**src/rtl/paged_count_display.sv**
```systemverilog
// paged_count_display: run/stop cycle counter with a paged BCD display front end.
// A debounced push-button toggles counting. Once per display cycle the count is
// snapshotted and converted to BCD with a shift-add-3 engine. The digits are then
// shown GROUP at a time, starting with a blank page.
// Optional feature macro: LEADING_ZERO_BLANK_EN (blank leading zero digits).
module paged_count_display #(
    parameter int unsigned CNT_W      = 36,
    parameter int unsigned DIGITS     = 12,
    parameter int unsigned GROUP      = 3,
    parameter int unsigned PAGE_DIV   = 25_000_000,
    parameter int unsigned DEB_CYCLES = 500_000,
    localparam int unsigned PAGES     = DIGITS / GROUP,
    localparam int unsigned PW        = $clog2(PAGES + 1)
) (
    input  logic                 i_clk,
    input  logic                 i_rst,
    input  logic                 i_btn_n,
    input  logic                 i_clr,
    output logic                 o_running,
    output logic [CNT_W-1:0]     o_count,
    output logic [4*GROUP-1:0]   o_disp_bcd,
    output logic [PW-1:0]        o_page,
    output logic                 o_bcd_valid
);

    localparam int unsigned DW    = (DEB_CYCLES > 1) ? $clog2(DEB_CYCLES) : 1;
    localparam int unsigned PRE_W = (PAGE_DIV > 1) ? $clog2(PAGE_DIV) : 1;
    localparam int unsigned IT_W  = $clog2(CNT_W + 1);
    localparam int unsigned BW    = 4 * DIGITS;

    typedef enum logic [1:0] {
        StIdle,
        StShift,
        StDone
    } conv_state_e;

    // Button path
    logic          r_sync1;
    logic          r_sync2;
    logic          r_deb_level;
    logic          r_deb_prev;
    logic [DW-1:0] r_deb_cnt;
    logic          w_press;

    // Counter
    logic             r_running;
    logic [CNT_W-1:0] r_count;

    // Prescaler and pages
    logic [PRE_W-1:0] r_pre;
    logic             w_page_tick;
    logic [PW-1:0]    r_page;
    logic [PW-1:0]    w_page_d;
    logic             w_snap_go;

    // Converter
    conv_state_e      r_state;
    conv_state_e      w_state_d;
    logic             w_load;
    logic [CNT_W-1:0] r_shreg;
    logic [BW-1:0]    r_bcd;
    logic [BW-1:0]    w_bcd_adj;
    logic [IT_W-1:0]  r_iter;
    logic [BW-1:0]    r_bcd_snap;
    logic             r_bcd_valid;

    // Display
    logic [BW-1:0]        w_shown;
    logic [4*GROUP-1:0]   w_disp_d;
    logic [4*GROUP-1:0]   r_disp;

    // Synchronise the raw button and accept a new level only after it has held steady
    always_ff @(posedge i_clk) begin
        if (i_rst) begin
            r_sync1     <= 1'b1;
            r_sync2     <= 1'b1;
            r_deb_level <= 1'b1;
            r_deb_prev  <= 1'b1;
            r_deb_cnt   <= '0;
        end else begin
            r_sync1    <= i_btn_n;
            r_sync2    <= r_sync1;
            r_deb_prev <= r_deb_level;
            if (r_sync2 == r_deb_level) begin
                r_deb_cnt <= '0;
            end else if (r_deb_cnt == DW'(DEB_CYCLES - 1)) begin
                r_deb_level <= r_sync2;
                r_deb_cnt   <= '0;
            end else begin
                r_deb_cnt <= r_deb_cnt + 1'b1;
            end
        end
    end

    // A press is the debounced level falling from released to pressed
    assign w_press = r_deb_prev & ~r_deb_level;

    // Run/stop toggle and the cycle counter; clear wins over increment
    always_ff @(posedge i_clk) begin
        if (i_rst) begin
            r_running <= 1'b0;
            r_count   <= '0;
        end else begin
            if (w_press) begin
                r_running <= ~r_running;
            end
            if (i_clr) begin
                r_count <= '0;
            end else if (r_running) begin
                r_count <= r_count + 1'b1;
            end
        end
    end

    assign w_page_tick = (r_pre == PRE_W'(PAGE_DIV - 1));

    // Free-running page prescaler
    always_ff @(posedge i_clk) begin
        if (i_rst) begin
            r_pre <= '0;
        end else if (w_page_tick) begin
            r_pre <= '0;
        end else begin
            r_pre <= r_pre + 1'b1;
        end
    end

    // Next page: blank, then most significant group down to group 0, then blank again
    always_comb begin
        w_page_d = r_page;
        if (w_page_tick) begin
            if (r_page == PW'(0)) begin
                w_page_d = PW'(PAGES);
            end else begin
                w_page_d = r_page - 1'b1;
            end
        end
    end

    // Snapshot on the tick that moves from group 0 into the blank page
    assign w_snap_go = w_page_tick && (r_page == PW'(0));

    // Converter state register
    always_ff @(posedge i_clk) begin
        if (i_rst) begin
            r_state <= StIdle;
        end else begin
            r_state <= w_state_d;
        end
    end

    // Converter next state; a snapshot is only taken while idle
    always_comb begin
        w_state_d = r_state;
        w_load    = 1'b0;
        unique case (r_state)
            StIdle: begin
                if (w_snap_go) begin
                    w_state_d = StShift;
                    w_load    = 1'b1;
                end
            end
            StShift: begin
                if (r_iter == IT_W'(CNT_W - 1)) begin
                    w_state_d = StDone;
                end
            end
            StDone: begin
                w_state_d = StIdle;
            end
            default: begin
                w_state_d = StIdle;
            end
        endcase
    end

    // Add 3 to every BCD nibble of 5 or more before the shift
    always_comb begin
        w_bcd_adj = r_bcd;
        for (int i = 0; i < int'(DIGITS); i++) begin
            if (r_bcd[4*i +: 4] >= 4'd5) begin
                w_bcd_adj[4*i +: 4] = r_bcd[4*i +: 4] + 4'd3;
            end
        end
    end

    // Converter datapath: load, shift CNT_W times, then publish the result
    always_ff @(posedge i_clk) begin
        if (i_rst) begin
            r_shreg     <= '0;
            r_bcd       <= '0;
            r_iter      <= '0;
            r_bcd_snap  <= '0;
            r_bcd_valid <= 1'b0;
        end else begin
            r_bcd_valid <= 1'b0;
            if (w_load) begin
                r_shreg <= r_count;
                r_bcd   <= '0;
                r_iter  <= '0;
            end else if (r_state == StShift) begin
                {r_bcd, r_shreg} <= {w_bcd_adj, r_shreg} << 1;
                r_iter           <= r_iter + 1'b1;
            end else if (r_state == StDone) begin
                r_bcd_snap  <= r_bcd;
                r_bcd_valid <= 1'b1;
            end
        end
    end

`ifdef LEADING_ZERO_BLANK_EN
    logic w_nz_seen;

    // Blank every digit above the most significant non-zero one; digit 0 always shows
    always_comb begin
        w_shown   = r_bcd_snap;
        w_nz_seen = 1'b0;
        for (int i = int'(DIGITS) - 1; i > 0; i--) begin
            if (r_bcd_snap[4*i +: 4] != 4'h0) begin
                w_nz_seen = 1'b1;
            end
            if (!w_nz_seen) begin
                w_shown[4*i +: 4] = 4'hF;
            end
        end
    end
`else
    assign w_shown = r_bcd_snap;
`endif

    // Select the group for the upcoming page; the blank page shows all 4'hF
    always_comb begin
        w_disp_d = {GROUP{4'hF}};
        for (int k = 0; k < int'(PAGES); k++) begin
            if (w_page_d == PW'(k)) begin
                w_disp_d = w_shown[4*GROUP*k +: 4*GROUP];
            end
        end
    end

    // Page and display registers move together, one cycle after the tick
    always_ff @(posedge i_clk) begin
        if (i_rst) begin
            r_page <= PW'(PAGES);
            r_disp <= {GROUP{4'hF}};
        end else begin
            r_page <= w_page_d;
            r_disp <= w_disp_d;
        end
    end

    assign o_running   = r_running;
    assign o_count     = r_count;
    assign o_disp_bcd  = r_disp;
    assign o_page      = r_page;
    assign o_bcd_valid = r_bcd_valid;

endmodule

```
**config.mk**
```make
export PLATFORM = sky130hd
export DESIGN_NAME = paged_count_display
export DESIGN_NICKNAME = d
export VERILOG_FILES = /design/src/rtl/paged_count_display.sv
export SDC_FILE = /design/constraint.sdc
export NUM_CORES = 1
export LEC_CHECK = 0
export ABC_AREA = 1
export BUFFER_PORTS_ARGS = -buffer_cell sky130_fd_sc_hd__buf_4
export CORE_ASPECT_RATIO = 1.4
export CORE_MARGIN = 2
export CORE_UTILIZATION = 50
export DETAILED_ROUTE_END_ITERATION = 10
export PLACE_DENSITY = 0.74
export SKIP_LAST_GASP = 1
export SYNTH_ARGS = -nofsm -noshare
export SYNTH_HDL_FRONTEND = slang
export SYNTH_SLANG_ARGS = --single-unit
```
**constraint.sdc**
```tcl
create_clock -name i_clk -period 2.5 [get_ports i_clk]
set_input_delay 0.5 -clock i_clk [delete_from_list [all_inputs] [get_ports i_clk]]
set_output_delay 0.5 -clock i_clk [all_outputs]
set_load 0.005 [all_outputs]
```
== After elaboration in Yosys (flattened, before gate mapping) ==
Cells that the tools add are included.
Word-level totals
  word-level logic and storage cells: 101
  output and inout bits: 53
  flip-flop bits (word level): 241
Cells by class
  multiplexer cells: 26
  $add $sub $neg: 17
  order comparisons: 12
  bitwise gates (word level): 6
  reductions and logical operators: 13
  eq/ne operators: 11
Operators by type and width (count)
  36-bit two-way mux: 2
  4-bit by 3-bit greater-or-equal comparator with 1-bit output, second input constant: 12
  12-bit two-way mux: 4
  4-bit by 2-bit adder with 4-bit output, second input constant: 11
  4-bit two-way mux: 11
  36-bit by 1-bit adder with 36-bit output, second input constant: 1
  25-bit by 1-bit adder with 25-bit output, second input constant: 1
  25-bit equality test, second input constant: 1
  19-bit by 1-bit adder with 19-bit output, second input constant: 1
  19-bit equality test, second input constant: 1
  3-bit two-way mux: 3
  6-bit by 1-bit adder with 6-bit output, second input constant: 1
  3-bit by 2-bit equality test with 1-bit output, second input constant: 2
  6-bit equality test, second input constant: 1
  3-bit zero test: 2
  2-bit OR reduction: 3
  3-bit OR reduction: 2
  1-bit NOT: 5
  2-bit two-way mux: 2
  2-bit inequality test, second input constant: 2
  2-bit one-hot mux with 2 select lines: 1
  2-bit AND reduction: 2
  3-bit by 2-bit adder with 3-bit output, second input constant: 1
  3-bit by 1-bit equality test with 1-bit output, second input constant: 1
  other kinds (10): 12

== Logic depth before layout (Yosys ltp) ==
Gate-level depths: netlist of run 1.
  depth after elaboration: 8
  gate-level depth with buffers: 15
  mapped depth without buffers: 14

== Worst setup path before layout of run 1 ==
OpenSTA, ideal clock, no wires.
  path kind: register to register
  start point: register r_pre[0]
  end point: register r_disp[10] (netlist: o_disp_bcd[10])
  library setup time: 0.113 ns
  stages on the path, launching flop included: 16
  setup slack: 0.771 ns
  arrival: 1.616 ns
  data required time: 2.387 ns
  cell sequence: dfxtp_1 -> ha_1 -> nand3_2 -> inv_2 -> nand2_4 -> nor2_8 -> nand2_4 -> nand2_2 -> nand2_4 -> inv_8 -> nand3_4 -> buf_6 -> nor2_2 -> nor2_1 -> nand2_1 -> nand2_1
Between the ends
  longest elaborated chain between the ends: 7
  elaborated cells between the ends (all ways): 10
  those cells by class: eq/ne: 4; mux: 5; reduce/logical: 1
Ends and longest elaborated chain
  from (decl): line 50  | logic [PRE_W-1:0] r_pre;
  from (signal assigned): line 124  | r_pre <= r_pre + 1'b1;
  25-bit equality test (*): line 115  | assign w_page_tick = (r_pre == PRE_W'(PAGE_DIV - 1));
  3-bit two-way mux (*): line 131  | if (w_page_tick) begin
  3-bit zero test: line 235  | if (w_page_d == PW'(k)) begin
  12-bit two-way mux (3 in a row): line 235
  12-bit two-way mux (*): line 235
  to (signal assigned): line 245  | r_disp <= {GROUP{4'hF}};
  to (signal assigned): line 248  | r_disp <= w_disp_d;
  to (decl): line 70  | logic [4*GROUP-1:0] r_disp;
Every way passes the cells marked *; elsewhere a longest branch is shown, timed or not.
A chain may end at the register's enable or synchronous reset.

== Worst setup path after layout of run 1 ==
  start point: register r_pre[0]
  end point: register r_disp[6] (netlist: o_disp_bcd[6])
Same word-level chain as after synthesis.

==> results of run 1 <==
==> synth_stat cells (8+ instances only) <==
cell and instances:
inv_1 187, ha_1 29, nand4_1 36, xor2_1 31, or2_2 17, o21ai_0 137
o211ai_1 13, a311oi_1 8, clkbuf_1 41, nor3_1 51, o21ai_1 12, a22oi_1 12
buf_2 14, nand2_1 211, nand3_1 29, dfxtp_1 241, nor2_2 17, a21oi_1 176
nor2_1 231
==> worst register-to-register path: stages, from the launching register on <==
cell	delay, ns
dfxtp_1	0.35
ha_1	0.20
nand3_2	0.15
nor3_1	0.32
nand3_1	0.17
nand2_4	0.33
nand3_4	0.21
nor2_1	0.13
nor2_1	0.05
nand2_1	0.06
nand2_1	0.05
==> layer usage <==
layer | part of all wire (%) | up-vias
met3 | 4.3 | 59
met1 | 44 | 4599
li1 | - | 5212
met5 | 0 | -
met2 | 49 | 233
met4 | 3.4 | 0
==> power breakdown <==
| part | internal [W] | total [W] | switching (W) |
|---|---|---|---|
| combinational | 0.0000315 | 0.000118 | 0.0000863 |
| clock | 0.00238 | 0.00391 | 0.00152 |
| sequential | 0.00385 | 0.00385 | 0.00000400 |
| total | 0.00626 | 0.00787 | 0.00161 |
==> per-stage QoR <==
| stage | cell area, um2 | setup slack [ns] | util (%) | instances |
|---|---|---|---|---|
| floorplan | 11400 | 0.771 | - | 1572 |
| global placement | 12100 | 0.442 | 53.6 | 1879 |
| detailed placement | 12100 | 0.400 | 53.6 | 1879 |
| CTS | 12900 | 0.372 | 57.5 | 1924 |
| global route | 12900 | 0.182 | 57.5 | 1924 |
| finish | 12900 | 0.387 | 57.5 | 1924 |
==> how the worst max path moves through the flow <==
stage | to | slack (ns) | cells past startpoint
2_1_floorplan | o_disp_bcd[10] | 0.77 | 15
3_3_place_gp | o_disp_bcd[6] | 0.44 | 10
3_5_place_dp | o_disp_bcd[6] | 0.40 | 10
4_1_cts | o_disp_bcd[6] | 0.37 | 10
5_1_grt | o_disp_bcd[10] | 0.18 | 10
6_report | o_disp_bcd[6] | 0.39 | 10
==> cell families after synthesis <==
group	count (synthesis)	synth area share, %
AND/OR/NAND/NOR	640	25.7
XOR/XNOR	36	2.75
flip-flops	241	42.2
adder cells (fa/ha/maj)	29	3.17
buffers and inverters	260	9.23
AO/OA/AOI/OAI	366	17.0
==> state kept, by name (all words and copies together) (netlist names), 2 cells and up <==
| signal | count |
|---|---|
| o_page | 3 |
| r_deb_cnt | 19 |
| o_count | 36 |
| r_pre | 25 |
| r_bcd_snap | 48 |
| r_shreg | 36 |
| r_bcd | 48 |
| r_state | 2 |
| o_disp_bcd | 12 |
| r_iter | 6 |
==> final cells by class <==
| class | count | area [um2] |
|---|---|---|
| fillers | 2100 | 9580 |
| multi-input cells | 1071 | 5570 |
| flip-flops and latches | 241 | 4820 |
| clock buffers | 36 | 747 |
| inverters | 196 | 746 |
| repair buffers | 70 | 551 |
| well taps | 301 | 377 |
| clock inverters | 9 | 129 |
==> results.txt, run 1 <==
Main flop type after synthesis = dfxtp_1
Post-CTS Setup Repair Bufs = 0
Io pins = 57
Cell row count = 65
Min Tclk post-route = 2.11 ns
Initial Utilization = 50.8%
DIE AREA = 24100 um2
CP Capture Type = flip-flop
Sequential fraction of the synthesis area = 42.2%
CTS tree = done
Worst reg2reg setup slack = 0.39 ns
Diodes inserted = 0
Endpoints failing hold = 0
Final ANT Viol Nets = 0
Crit share post-route = 84.5%
CP max stage cell = dfxtp_1
GRT overflow = 0
Met2 Resource Use GR = 38.8%
Cell count after synthesis = 1572
Met3 usage = 2.63%
Final setup fails = 0
CTS Hold Bufs = 0
Hold WS = 0.201 ns
Worst Tran Pin Value = 0.575 ns
Fraction of layout instances using a drive strength above 1 = 11.2%
Port Buffers = 56
Total Routed Length = 26.2 mm
Clock slew at reported path FFs = 0.06 ns
Mapped Area = 11400 um2
Most frequent cells in the layout = dfxtp_1, nor2_1, nand2_1, inv_1, a21oi_1
CP startpoint kind = flip-flop
Leak = 4.81 nW
Ys async rst share = 0%
Worst Hold End = r_sync1
Worst hold stages = 2
Final TNS setup = 0 ns
Tot Pwr = 0.00787 W
YS warnings = 0
GR Util All Layers = 21.6%
F_max = 473 MHz
Detailed-route via count = 10100
Req. time, crit path = 2.91 ns
Detail Placement HPWL = 18.5 mm
DR DRC count = 0
Vertical die dimension = 183 um
Max rail drop VDD = 0.000469 V
PwrDens = 608 nW/um2
Core area = 22500 um2
Rel. slew slack = 61.6%
Syn_nets = 1605
Vias per inst = 5.25
Detailed Route Iter0 Violations = 604
Clock Sink Count = 241
Max-cap violation count = 0
Busiest grt layer = met2
Yosys top cell area share = 42.2%
Commonest non-fill, non-tap cell in the layout = dfxtp_1
Worst stage delay on the critical path = 0.35 ns
Most area-hungry cell type in the Yosys netlist = dfxtp_1
Final Wtd Congestion = 0.912
Final slew viol count = 0
Layout Skew = 0.00921 ns
Reg2Reg Depth = 10
Final net count = 1638
Critical path arrival = 2.52 ns
Clk_lat worst skew = 0.51 ns
Mapped Avg Cell Area = 7.28 um2
Crit Path Class = flip-flop to flip-flop
Met1 Resource Use GR = 26.3%
RSZ-0062 raised after global routing = no
Buffers and inverters on the worst path = 0
Root Driver = clkbuf_16
Worst r2r src = r_pre[0]
Hold_sp = i_btn_n
Largest net degree at the start of global routing = 89
Worst Hold Class = input port to flip-flop
Status = complete, no violations
Crit path max fanout = 34
Longest Clk Path Bufs = 3
DRT Pass-1 Iters = 5
Vias in the first global route = 9475
Cells taking the most area after synthesis = dfxtp_1, a21oi_1, nor2_1, nand2_1, inv_1
EDFF count, synth = 0
Yosys reg bits = 241
First-pass GRT wire length = 44.5 mm
CTS H-tree depth = 1
Initial antenna violation count = 0
Layout area overhead = 13.1%
Post-CTS sizing = 0
Wirelength per Cell = 13.6 um
CP startpoint = r_pre[0]
CTS buffer count = 25
Crit path cell chain = ha_1, nand3_2, nor3_1, nand3_1, nand2_4, nand3_4, nor2_1, nor2_1, nand2_1, nand2_1
Reg-to-Reg End = o_disp_bcd[6]
Die Wd = 132 um
Delay-heaviest family, CP = simple AND/OR/NAND/NOR gates
Synth cell types = 45
Power figures use the tool's default switching activity.
==> run 2, diff against run 1 <==
--- a/config.mk
+++ b/config.mk
@@ -5,7 +5,7 @@
 export SDC_FILE = /design/constraint.sdc
 export NUM_CORES = 1
 export LEC_CHECK = 0
-export ABC_AREA = 1
+export ABC_AREA = 0
 export BUFFER_PORTS_ARGS = -buffer_cell sky130_fd_sc_hd__buf_4
 export CORE_ASPECT_RATIO = 1.4
 export CORE_MARGIN = 2
==> constraint.sdc (replaced) <==
create_clock -name i_clk -period 2 [get_ports i_clk]
set_input_delay 0.4 -clock i_clk [delete_from_list [all_inputs] [get_ports i_clk]]
set_output_delay 0.4 -clock i_clk [all_outputs]
set_load 0.005 [all_outputs]
==> results.txt, run 2 <==
Clk_lat worst skew = 0.52 ns (was 0.51 ns)
Commonest cells post-synth = dfxtp_1, nand2_1, a21oi_1 (was dfxtp_1, nor2_1, nand2_1)
Most area-hungry cell type in the Yosys netlist = dfxtp_1 (unchanged)
Final ANT Viol Nets = 0 (unchanged)
NetSw = 0.00203 W (was 0.00161 W)
Req. time, crit path = 2.39 ns (was 2.91 ns)
Final TNS setup = -1.52 ns (was 0 ns)
YS warnings = 0 (unchanged)
Part of the power in registers = 49.9% (was 48.9%)
Yosys reg bits = 241 (unchanged)
Violated checks = setup timing
Pint = 0.00762 W (was 0.00626 W)
Vias per inst = 5.55 (was 5.25)
GRT overflow = 0 (unchanged)
DR DRC count = 0 (unchanged)
DIE AREA = 22300 um2 (was 24100 um2)
Final net count = 1410 (was 1638)
Main flop type after synthesis = dfxtp_1 (unchanged)
EDFF count, synth = 0 (unchanged)
Io pins = 57 (unchanged)
CTS tree = done (unchanged)
Root Driver = clkbuf_16 (unchanged)
Total Routed Length = 26.2 mm (about the same)
Status = finished with violations (was complete, no violations)
Syn_nets = 1305 (was 1605)
Commonest non-fill, non-tap cell in the layout = dfxtp_1 (unchanged)
Dpl cells = 1584 (was 1879)
Rel. slew slack = 52.2% (was 61.6%)
Clk network pwr share = 48.2% (was 49.6%)
Final slew viol count = 0 (unchanged)
Area post-placement = 11700 um2 (was 12100 um2)
Most frequent cell after synthesis = dfxtp_1 (unchanged)
CP startpoint = r_pre[7] (was r_pre[0])
Die Wd = 127 um (was 132 um)
DRT Pass-1 Iters = 5 (unchanged)
Crit share post-route = 104% (was 84.5%)
Min Tclk post-route = 2.07 ns (was 2.11 ns)
Cell count after synthesis = 1272 (was 1572)
Leak = 4.70 nW (was 4.81 nW)
Critical path arrival = 2.46 ns (was 2.52 ns)
Final Cell Area = 13300 um2 (was 12900 um2)
Final setup fails = 49 (was 0)
CTS H-tree depth = 1 (unchanged)
Longest Clk Path Bufs = 3 (unchanged)
Cells taking the most area after synthesis = dfxtp_1, nand2_1, a21oi_1, xor2_1, nor2_1 (was dfxtp_1, a21oi_1, nor2_1, nand2_1, inv_1)
Cell row count = 62 (was 65)
Diodes inserted = 0 (unchanged)
Sequential fraction of the synthesis area = 45.6% (was 42.2%)
Detailed Route Iter0 Violations = 533 (was 604)
Number of fill cells = 1615 (was 2100)
Endpoints failing hold = 0 (unchanged)
Final std cells w/o fill = 1650 (was 1924)
Layout area overhead = 25.9% (was 13.1%)
Final Wtd Congestion = 0.837 (was 0.912)
Most frequent cells in the layout = dfxtp_1, nand2_1, buf_4, nor2_1, a21oi_1 (was dfxtp_1, nor2_1, nand2_1, inv_1, a21oi_1)
CP Capture Type = flip-flop (unchanged)
Reg2Reg Depth = 7 (was 10)
Clock Sink Count = 241 (unchanged)
Mapped Area = 10600 um2 (was 11400 um2)
CP startpoint kind = flip-flop (unchanged)
Initial antenna violation count = 0 (unchanged)
Sw Share = 21.0% (was 20.5%)
Worst Hold Class = input port to flip-flop (unchanged)
First-pass GRT wire length = 39.8 mm (was 44.5 mm)
Top Registers = r_bcd x48, r_bcd_snap x48 (unchanged)
Dpl ws = -0.311 ns (was 0.400 ns)
Max-cap violation count = 0 (unchanged)
Worst Tran Pin Value = 0.717 ns (was 0.575 ns)
Largest net degree at the start of global routing = 57 (was 89)
Max rail drop VDD = 0.000582 V (was 0.000469 V)
Tot Pwr = 0.00965 W (was 0.00787 W)
PwrDens = 725 nW/um2 (was 608 nW/um2)
Crit path max fanout = 12 (was 34)
GR Util All Layers = 20.8% (was 21.6%)
Worst reg2reg setup slack = -0.07 ns (was 0.39 ns)
Clock slew at reported path FFs = 0.06 ns (about the same)
Port Buffers = 56 (unchanged)
Detailed-route via count = 9159 (was 10100)
Worst r2r src = r_pre[7] (was r_pre[0])
Layout Skew = 0.00992 ns (was 0.00921 ns)
Fraction of layout instances using a drive strength above 1 = 21.5% (was 11.2%)
CP endpoint = o_disp_bcd[11] (was o_disp_bcd[6])
F_max = 483 MHz (was 473 MHz)
Crit Path Class = flip-flop to flip-flop (unchanged)
Yosys top cell area share = 45.6% (was 42.2%)
Vias in the first global route = 8697 (was 9475)
Core area = 20600 um2 (was 22500 um2)
Ys async rst share = 0% (unchanged)
Combinational power share = 1.9% (was 1.5%)
RSZ-0062 raised after global routing = yes (was no)
Synth cell types = 48 (was 45)
Post-route worst setup slack = -0.0708 ns (was 0.387 ns)
Mapped Avg Cell Area = 8.31 um2 (was 7.28 um2)
Initial Utilization = 51.2% (was 50.8%)
Hold_sp = i_btn_n (unchanged)
Wirelength per Cell = 15.9 um (was 13.6 um)
Reg-to-Reg End = o_disp_bcd[11] (was o_disp_bcd[6])
Vertical die dimension = 176 um (was 183 um)
CTS buffer count = 24 (was 25)
Detail Placement HPWL = 15.7 mm (was 18.5 mm)
run 2: cell count changes after synthesis, sizes merged, moves of 14 or more:
| cell | change |
|---|---|
| nand4 | -14 |
| a21oi | -25 |
| nand2b | +16 |
| nand2 | +17 |
| and3 | +14 |
| inv | -153 |
| o21ai | -109 |
| nor3 | -38 |
| nor2 | -127 |
| clkbuf | +14 |
| xnor2 | +27 |
| xor2 | +38 |
| a22oi | +23 |
run 2: final cells by class:
| cell class | count | area [um2] | share of cell area [%] |
|---|---|---|---|
| multi-input cells | 918 | 5690 | 42.7 |
| flip-flops and latches | 241 | 4830 | 36.3 |
| repair buffers | 151 | 1510 | 11.3 |
| clock buffers | 30 | 664 | 4.99 |
| well taps | 256 | 320 | 2.41 |
| clock inverters | 13 | 158 | 1.18 |
| inverters | 41 | 154 | 1.16 |
run 2: cell families after synthesis:
| logic type | Yosys count | share of synthesized area [%] |
|---|---|---|
| AND/OR/NAND/NOR | 529 | 22.8 |
| AO/OA/AOI/OAI | 255 | 14.5 |
| flip-flops | 241 | 45.6 |
| buffers and inverters | 113 | 4.59 |
| XOR/XNOR | 101 | 8.36 |
| adder cells (fa/ha/maj) | 29 | 3.43 |
| multiplexers | 4 | 0.615 |
run 2: critical path: stages (launching register included):
cell and delay, ns:
dfxtp_1 0.33, nor4_4 0.29, nand3_1 0.11, or3_4 0.47, mux2i_4 0.22, buf_12 0.18
o221ai_1 0.21, a32oi_1 0.13
run 2: repair_timing:
action	CTS	global route
hold buffers	0	0
pin swaps	2	37
cloned	0	15
buffers inserted	2	6
endpoints found under the hold margin	0	0
endpoints found under the setup margin	102	109
gates resized for setup	7	99
run 2: how the worst min path moves through the flow:
stage | slack [ns] | cells after the start | endpoint
2_1_floorplan | 0.39 | 1 | r_sync2
3_3_place_gp | 0.40 | 1 | r_sync2
3_5_place_dp | 0.40 | 1 | r_sync2
4_1_cts | 0.07 | 2 | r_sync1
5_1_grt | 0.08 | 2 | r_sync1
6_report | 0.08 | 2 | r_sync1
run 2: power groups by stage:
stage / Sequential (W) / Clock, W / Combinational, W
floorplan: 0.00492 / 0 / 0.0000782
CTS: 0.00481 / 0.00471 / 0.000130
finish: 0.00481 / 0.00465 / 0.000182
detailed placement: 0.00492 / 0 / 0.000129
global route: 0.00481 / 0.00490 / 0.000194
global placement: 0.00492 / 0 / 0.000128
run 2: metal layers:
metal	routed length [um]	vias up	track usage (%)
met5	0	-	0
met4	682	0	5.86
met3	1150	53	2.91
met2	13600	220	38.3
met1	10800	4390	25.1
li1	-	4496	-
run 2: per-stage QoR:
stage / utilization (%) / hold WS [ns]
2_1_floorplan: - / 0.389
3_3_place_gp: 56.6 / 0.395
3_5_place_dp: 56.6 / 0.400
4_1_cts: 61.0 / 0.0739
5_1_grt: 64.5 / 0.0807
6_report: 64.5 / 0.0761
==> run 3, diff against run 2 <==
--- a/config.mk
+++ b/config.mk
@@ -10,6 +10,7 @@
 export CORE_ASPECT_RATIO = 1.4
 export CORE_MARGIN = 2
 export CORE_UTILIZATION = 50
+export CTS_BUF_LIST = sky130_fd_sc_hd__clkbuf_16
 export DETAILED_ROUTE_END_ITERATION = 10
 export PLACE_DENSITY = 0.74
 export SKIP_LAST_GASP = 1
==> results.txt, run 3 (synthesis results as in run 2) <==
Status = finished with violations (unchanged)
Violated checks = setup timing (unchanged)
Most frequent cells in the layout = dfxtp_1, nand2_1, buf_4, nor2_1, a21oi_1 (unchanged)
Worst hold stages = 2 (unchanged)
Detailed-route via count = 9173 (was 9159)
GR Util All Layers = 20.8% (about the same)
Fraction of layout instances using a drive strength above 1 = 21.5% (about the same)
Detail Placement HPWL = 15.7 mm (unchanged)
Final setup fails = 56 (was 49)
Clock slew at reported path FFs = 0.06 ns (about the same)
Dpl ws = -0.311 ns (unchanged)
Top Registers = r_bcd x48, r_bcd_snap x48 (unchanged)
Min Tclk post-route = 2.08 ns (was 2.07 ns)
CTS Hold Bufs = 0 (unchanged)
Crit path max fanout = 8 (was 12)
Vias in the first global route = 8700 (was 8697)
DRT Pass-1 Iters = 5 (unchanged)
Reg2Reg Depth = 10 (was 7)
CTS H-tree depth = 1 (unchanged)
Worst r2r src = r_pre[1] (was r_pre[7])
Crit Path Class = flip-flop to flip-flop (unchanged)
Hold_sp = i_btn_n (unchanged)
Clk_lat worst skew = 0.52 ns (about the same)
Layout Skew = 0.00946 ns (was 0.00992 ns)
Footprint of the multi-input gates = 5700 um2 (was 5690 um2)
Crit share post-route = 104% (about the same)
DR DRC count = 0 (unchanged)
PwrDens = 718 nW/um2 (was 725 nW/um2)
Req. time, crit path = 2.40 ns (was 2.39 ns)
Endpoints failing hold = 0 (unchanged)
Vias per inst = 5.56 (was 5.55)
Detailed Route Iter0 Violations = 548 (was 533)
Worst Tran Pin Value = 0.709 ns (was 0.717 ns)
CTS buffer count = 24 (unchanged)
Layout area overhead = 25.8% (was 25.9%)
Io pins = 57 (unchanged)
CP startpoint kind = flip-flop (unchanged)
Dpl cells = 1584 (unchanged)
Die Wd = 127 um (unchanged)
DIE AREA = 22300 um2 (unchanged)
Final slew viol count = 0 (unchanged)
CP Capture Type = flip-flop (unchanged)
Critical path arrival = 2.48 ns (was 2.46 ns)
Post-route worst setup slack = -0.0782 ns (was -0.0708 ns)
Total Routed Length = 26.0 mm (was 26.2 mm)
Initial Utilization = 51.2% (unchanged)
Final Wtd Congestion = 0.837 (unchanged)
Largest net degree at the start of global routing = 57 (unchanged)
CTS tree = done (unchanged)
Worst Hold End = r_sync1 (unchanged)
GRT overflow = 0 (unchanged)
Clock Sink Count = 241 (unchanged)
Max-cap violation count = 0 (unchanged)
Reg-to-Reg End = r_bcd[39] (was o_disp_bcd[11])
Worst reg2reg setup slack = -0.08 ns (was -0.07 ns)
Wirelength per Cell = 15.8 um (was 15.9 um)
Diodes inserted = 0 (unchanged)
Rel. slew slack = 52.7% (was 52.2%)
Final net count = 1409 (was 1410)
Tot Pwr = 0.00954 W (was 0.00965 W)
Initial antenna violation count = 0 (unchanged)
Final std cells w/o fill = 1649 (was 1650)
Max rail drop VDD = 0.000677 V (was 0.000582 V)
Commonest non-fill, non-tap cell in the layout = dfxtp_1 (unchanged)
First-pass GRT wire length = 39.7 mm (was 39.8 mm)
FF+latch area = 4830 um2 (unchanged)
Leak = 4.69 nW (was 4.70 nW)
Core area = 20600 um2 (unchanged)
Port Buffers = 56 (unchanged)
Longest Clk Path Bufs = 3 (unchanged)
F_max = 481 MHz (was 483 MHz)
Number of fill cells = 1631 (was 1615)
Cell row count = 62 (unchanged)
Worst Hold Class = input port to flip-flop (unchanged)
Vertical die dimension = 176 um (unchanged)
Root Driver = clkbuf_16 (unchanged)
Final ANT Viol Nets = 0 (unchanged)
RSZ-0062 raised after global routing = yes (unchanged)
==> run 3: per-layer routing <==
layer	vias up	wire length, um	global-route usage [%]
met1	4432	10700	25.1
met5	-	0	0
li1	4503	-	-
met4	0	560	5.86
met3	38	1140	2.91
met2	200	13600	38.3
==> run 3: final cells by class <==
cell class / count / share of cell area (%)
clock buffer: 25 / 4.70
inverter: 41 / 1.16
tap: 256 / 2.41
clock inverter: 18 / 1.33
timing repair buffer: 150 / 11.2
multi-input combinational: 918 / 42.9
sequential: 241 / 36.3
==> run 3: worst max path at each step <==
stage / from / to / slack (ns) / cells past startpoint
after floorplan: r_deb_cnt[0] / r_deb_cnt[10] / 0.03 / 9
after global placement: r_pre[8] / o_disp_bcd[0] / -0.28 / 6
after CTS: r_pre[0] / o_disp_bcd[2] / -0.02 / 10
after global routing: r_pre[7] / o_disp_bcd[11] / -0.15 / 7
after detailed placement: r_pre[8] / o_disp_bcd[0] / -0.31 / 6
final: r_pre[1] / r_bcd[39] / -0.08 / 10
==> run 3: worst max-delay path, stage by stage, from the launching register on <==
cell,delay (ns)
dfxtp_2,0.35
ha_4,0.13
and2_4,0.14
buf_6,0.09
nand4_1,0.12
buf_4,0.19
nor3_4,0.18
buf_6,0.17
or2_4,0.31
clkbuf_16,0.25
a21oi_2,0.04
==> run 3: metrics by stage <==
stage	utilization, %	setup TNS [ns]	instance area, um2	hold slack [ns]
after detailed placement	56.6	-3.77	11700	0.400
final	64.5	-2.04	13300	0.0786
after CTS	60.9	-0.0416	12600	0.0739
after global placement	56.6	-3.65	11700	0.395
after floorplan	-	0	10600	0.389
after global routing	64.5	-7.51	13300	0.0800
==> run 3: timing repair <==
action                                  CTS  global route
gates resized for setup                   7           104
buffers inserted                          2             6
pin swaps                                 2            34
gates cloned                              0            14
endpoints found under the setup margin  102           109
==> run 3: power by group <==
part           internal [W]  total, W  switching (W)
logic             0.0000650  0.000182       0.000117
registers           0.00481   0.00481     0.00000603
clock network       0.00266   0.00455        0.00189
total               0.00753   0.00954        0.00201
